--- config.mk ---
export PLATFORM = sky130hd
export DESIGN_NAME = mips_cache_wbuf_coalesce
export DESIGN_NICKNAME = d
export VERILOG_FILES = /design/src/rtl/mips_cache_wbuf_coalesce.sv
export SDC_FILE = /design/constraint.sdc
export NUM_CORES = 2
export LEC_CHECK = 0
export BUFFER_PORTS_ARGS = -buffer_cell sky130_fd_sc_hd__buf_2
export CAP_MARGIN = 20
export CORE_ASPECT_RATIO = 2
export CORE_UTILIZATION = 45
export DETAILED_ROUTE_END_ITERATION = 8
export HOLD_SLACK_MARGIN = 0.02
export PLACE_DENSITY = 0.69
export SETUP_SLACK_MARGIN = 0.5
export SYNTH_ARGS = -nofsm -noshare
export SYNTH_HDL_FRONTEND = slang
export SYNTH_SLANG_ARGS = --single-unit
export TNS_END_PERCENT = 30
--- constraint.sdc ---
create_clock -name clk -period 21.9 [get_ports clk]
set_input_delay 2.19 -clock clk [delete_from_list [all_inputs] [get_ports clk]]
set_output_delay 2.19 -clock clk [all_outputs]
set_load 0.01 [all_outputs]
--- src/rtl/mips_cache_wbuf_coalesce.sv ---
// mips_cache_wbuf_coalesce: coalescing store write buffer between the D-cache and an Avalon-MM write master
// Ports: clk/rst (async active-high); store side addr/write_en/writedata/byteenable -> accept;
// bus side waitrequest -> write_addr/write_data/write_byteenable/write_writeenable (head entry);
// forwarding lookup_addr -> lookup_data/lookup_byteenable/lookup_hit; status count/full/empty.
module mips_cache_wbuf_coalesce #(
  parameter int ADDR_W = 32,
  parameter int DATA_W = 32,
  parameter int DEPTH_BITS = 3
) (
  input  logic                    clk,
  input  logic                    rst,
  input  logic [ADDR_W-1:0]       addr,
  input  logic                    write_en,
  input  logic [DATA_W-1:0]       writedata,
  input  logic [DATA_W/8-1:0]     byteenable,
  output logic                    accept,
  input  logic                    waitrequest,
  output logic [ADDR_W-1:0]       write_addr,
  output logic [DATA_W-1:0]       write_data,
  output logic [DATA_W/8-1:0]     write_byteenable,
  output logic                    write_writeenable,
  input  logic [ADDR_W-1:0]       lookup_addr,
  output logic [DATA_W-1:0]       lookup_data,
  output logic [DATA_W/8-1:0]     lookup_byteenable,
  output logic                    lookup_hit,
  output logic [DEPTH_BITS:0]     count,
  output logic                    full,
  output logic                    empty
);
  localparam int BE_W = DATA_W / 8;
  localparam int OFF = $clog2(BE_W);
  localparam int DEPTH = 2 ** DEPTH_BITS;
  localparam int WA_W = ADDR_W - OFF;
  logic [WA_W-1:0] addr_q [DEPTH];
  logic [DATA_W-1:0] data_q [DEPTH];
  logic [BE_W-1:0] be_q [DEPTH];
  logic [DEPTH_BITS-1:0] head_q, head_d, tail_q, tail_d, newest, idx;
  logic [DEPTH_BITS:0] count_q, count_d;
  logic merge, push, pop;
  logic [DATA_W-1:0] merged;
  logic unused_lo;
  assign unused_lo = ^{addr[OFF-1:0], lookup_addr[OFF-1:0]};
  assign newest = tail_q - DEPTH_BITS'(1);
  assign count = count_q;
  assign full = count_q == (DEPTH_BITS+1)'(DEPTH);
  assign empty = count_q == '0;
  // count>=2 guarantees the newest entry is never the head being issued
  assign merge = write_en && count_q >= (DEPTH_BITS+1)'(2) && addr[ADDR_W-1:OFF] == addr_q[newest];
  // full uses the pre-edge count, so a same-cycle pop does not open a slot
  assign push = write_en && !merge && !full;
  assign pop = !empty && !waitrequest;
  assign accept = merge || push;
  assign head_d = head_q + DEPTH_BITS'(pop);
  assign tail_d = tail_q + DEPTH_BITS'(push);
  assign count_d = count_q + (DEPTH_BITS+1)'(push) - (DEPTH_BITS+1)'(pop);
  assign write_writeenable = !empty;
  assign write_addr = empty ? '0 : {addr_q[head_q], {OFF{1'b0}}};
  assign write_data = empty ? '0 : data_q[head_q];
  assign write_byteenable = empty ? '0 : be_q[head_q];
  assign lookup_hit = |lookup_byteenable;
  always_comb begin
    merged = data_q[newest];
    for (int b = 0; b < BE_W; b++)
      if (byteenable[b]) merged[b*8 +: 8] = writedata[b*8 +: 8];
  end
  // walk oldest to newest so the newest matching entry wins each lane
  always_comb begin
    lookup_data = '0;
    lookup_byteenable = '0;
    idx = '0;
    for (int i = 0; i < DEPTH; i++) begin
      idx = head_q + DEPTH_BITS'(i);
      if (i < int'(count_q) && addr_q[idx] == lookup_addr[ADDR_W-1:OFF])
        for (int b = 0; b < BE_W; b++)
          if (be_q[idx][b]) begin
            lookup_data[b*8 +: 8] = data_q[idx][b*8 +: 8];
            lookup_byteenable[b] = 1'b1;
          end
    end
  end
  always_ff @(posedge clk or posedge rst) begin
    if (rst) begin
      head_q <= '0;
      tail_q <= '0;
      count_q <= '0;
      for (int i = 0; i < DEPTH; i++) begin
        addr_q[i] <= '0;
        data_q[i] <= '0;
        be_q[i] <= '0;
      end
    end else begin
      head_q <= head_d;
      tail_q <= tail_d;
      count_q <= count_d;
      if (push) begin
        addr_q[tail_q] <= addr[ADDR_W-1:OFF];
        data_q[tail_q] <= writedata;
        be_q[tail_q] <= byteenable;
      end
      if (merge) begin
        data_q[newest] <= merged;
        be_q[newest] <= be_q[newest] | byteenable;
      end
    end
  end
endmodule

==> results.toml <==
[logic_synthesis]
ys.flop_type = "dfrtp_1"
ys_ff_latch = 538
synth_compound_area_share_pct = 11.5
yosysTopAreaCell = "dfrtp_1"
synth.distinct_cells = 116
synth_top_family_by_area = "multiplexers"
syn_inst = 5379
netlist.area_leader.share_pct = 23.9
yosysSeqAreaShare_pct = 23.9
yosys.area_share.xor_xnor_pct = 3.49
synth_fa_ha_area_share_pct = 0.346
synthMuxAreaShare_pct = 43.5
synthArstFlopShare_pct = 100
synthSimpleGateAreaFrac_pct = 11.6
synth_area_per_cell_um2 = 10.5
yosys_warnings = 0
syn-cell-area_um2 = 56400
synth_edf_count = 0
synth_area_leaders = "dfrtp_1, mux4_2, mux2i_1, mux2_2, nand2_1"

[placement]
io_buffer_count = 210
gp_congestion = 1.10
place_hpwl_um = 198000
pre_cts_ws_ns = 12.06

[global_route]
antenna_found_initial = 32
grt_usage_pct = 45.0
overflow = 0
grt_pass1_wl_um = 400000
grt_pass1_vias = 51400
grt_max_degree = 154

[clock_network]
holdBufCountCts = 0
h-tree-depth = 2
clock_path_buffers = 3
path_clk_slew_ns = 0.06
tritoncts = "done"
post_cts_buffers = 0
cts_resized = 0
cts.sinks = 538
clk_latency_ns = 0.70
cts_root_buf = "clkbuf_16"
numCtsBuffers = 55

[worst_setup_path]
critPathMaxStageDelay_ns = 1.05
path_class = "register to primary output"
crit_chain = "inv_1 -> ha_4 -> buf_4 -> buf_4 -> mux4_2 -> a22oi_1 -> and3_1 -> o211ai_1 -> nor3_2 -> buf_4 -> nand4b_1 -> nand2_1 -> or4_1 -> or4_1 -> buf_2"
cp_num_buf_inv = 5
cp.arrival_ns = 9.10
cp_slowest_cell = "a22oi_1"
end_kind = "primary output"
critPathTopFamily = "simple AND/OR/NAND/NOR gates"
crit_required_ns = 19.71
cp-start-kind = "register"
crit_fanout = 59
crit_top_cell = "buf_4"

[sta]
final-hold-violation-count = 0
period_needed_ns = 11.29
timing.hold.ws_ns = 0.601
fin_crit_sh_pct = 51.6
max_freq_mhz = 88.5
rsz0062_at_grt = "false"
relSlewSlack_pct = -3.55
worst_slack_ns = 10.61
finClkSkew_ns = 0.0404
maxSlewViolCount = 3
setup_viol = 0
tns_ns = 0
tightest_slew_ns = 1.55

[hold_path]
hold_path.class = "register to register"

[layout]
area_growth_pct = 7.00
nNetsFinal = 5339
drive_gt1_share_pct = 27.6
n_fill_cell = 11500
post-route-util_pct = 48.6

[route]
wire_per_inst_um = 41.1
drcViolationCount = 0
drt-initial-drc-count = 6980
postRouteAntennaNets = 0
wl_um = 286000
viasPerCell = 7.68
num_vias = 53400
dr.pass1.iters = 6

[flow_run]
cap_violations = 0

[run_status]
violations = "slew limit"
status = "finished with violations"

[floorplanning]
fp.coreArea_um2 = 124000
dieArea_um2 = 127000
die_w_um = 252
initial_core_util_pct = 45.4
die_y_um = 503
ioPinCount = 217
row_count = 183
==> worst paths after layout <==
kind                             startpoint           to  slack [ns]  cells past startpoint
worst min-delay path            addr_q[194]  addr_q[194]        0.60                      1
max in group asynchronous               rst    head_q[0]       17.02                      5
worst max register to register    tail_q[0]     be_q[23]       12.10                     16
worst max-delay path              head_q[1]   lookup_hit       10.61                     15
worst min register to register  addr_q[194]  addr_q[194]        0.60                      1
min in group asynchronous               rst  data_q[172]        1.71                      2
==> Yosys cell counts (20+ instances only) <==
master	count
mux2i_1	865
nand2_1	585
mux4_2	540
dfrtp_1	538
mux2_2	291
clkbuf_1	219
a21oi_1	201
xnor2_1	193
nor2_1	171
buf_2	140
nand3_1	107
buf_1	106
o21ai_0	99
a31oi_1	96
nor3_1	90
a211oi_1	77
nand4_1	72
inv_1	70
buf_4	61
and2_1	54
a32oi_1	38
buf_6	37
o221a_2	34
o221ai_1	33
a22oi_1	32
or3b_2	32
a221oi_1	31
xor2_1	30
o22ai_1	27
o21a_1	26
a41oi_1	25
nand2b_1	22
and3_1	21
nor4_1	21
o211ai_1	20
or3_1	20
==> layout by cell type, fill, tap and decap left out, types with 94 or more instances in the layout <==
cell type	synthesis	routed
nor2_1	171	168
mux2i_1	865	865
mux4_2	540	540
nand3_1	107	107
o21ai_0	99	99
dfrtp_1	538	534
xnor2_1	193	187
mux2_2	291	291
buf_2	140	210
a21oi_1	201	193
a31oi_1	96	94
buf_4	61	126
nand2_1	585	578
==> metal layers <==
layer	vias up	track usage, %	wire length [um]
met5	-	0	94
met4	12	47.6	37800
met3	1645	14.1	31500
met2	4519	70.5	131000
met1	26600	45.7	85400
li1	20600	-	-
==> cell type report <==
| class | instances | area [um^2] | area share, % |
|---|---|---|---|
| tap | 1665 | 2080 | 3.45 |
| clock inverter | 32 | 443 | 0.734 |
| sequential | 538 | 13500 | 22.3 |
| clock buffer | 69 | 1540 | 2.55 |
| timing repair buffer | 355 | 2300 | 3.80 |
| antenna | 26 | 65.1 | 0.108 |
| inverter | 80 | 310 | 0.514 |
| multi-input combinational | 4190 | 40200 | 66.5 |
==> worst register-to-register path: cells and delay by family, from the launching register on <==
family | cells | cell delay, ns
simple gates | 3 | 1.33
flops | 1 | 0.82
compound gates | 3 | 2.09
fa+ha+maj | 1 | 0.80
mux | 2 | 0.45
buf+inv | 7 | 4.15
==> cells by family (layout without fill, tap and decap cells) <==
kind of cell / after synthesis / count (layout)
AOI/OAI and AO/OA: 911 / 911
xor gates and xnor gates: 224 / 224
adders and majority gates: 15 / 15
buffers and inverters: 652 / 536
DFF: 538 / 538
muxes: 1715 / 1715
other: 1 / 28
and+or+nand+nor: 1323 / 1323
==> sequential cells by signal, summed over array words and instances (netlist names) <==
signal	flops
data_q	256
head_q	3
addr_q	240
be_q	32
tail_q	3
count	4
==> metrics by stage <==
step	area, um^2	instances
6_report	60400	6955
5_1_grt	60300	6936
4_1_cts	60100	6916
3_5_place_dp	58100	6815
3_3_place_gp	58100	6813
2_1_floorplan	56400	5380
Power is left out: the tool's default activity adds up to more than one toggle a clock period on the data nets, which glitch-free logic cannot reach.
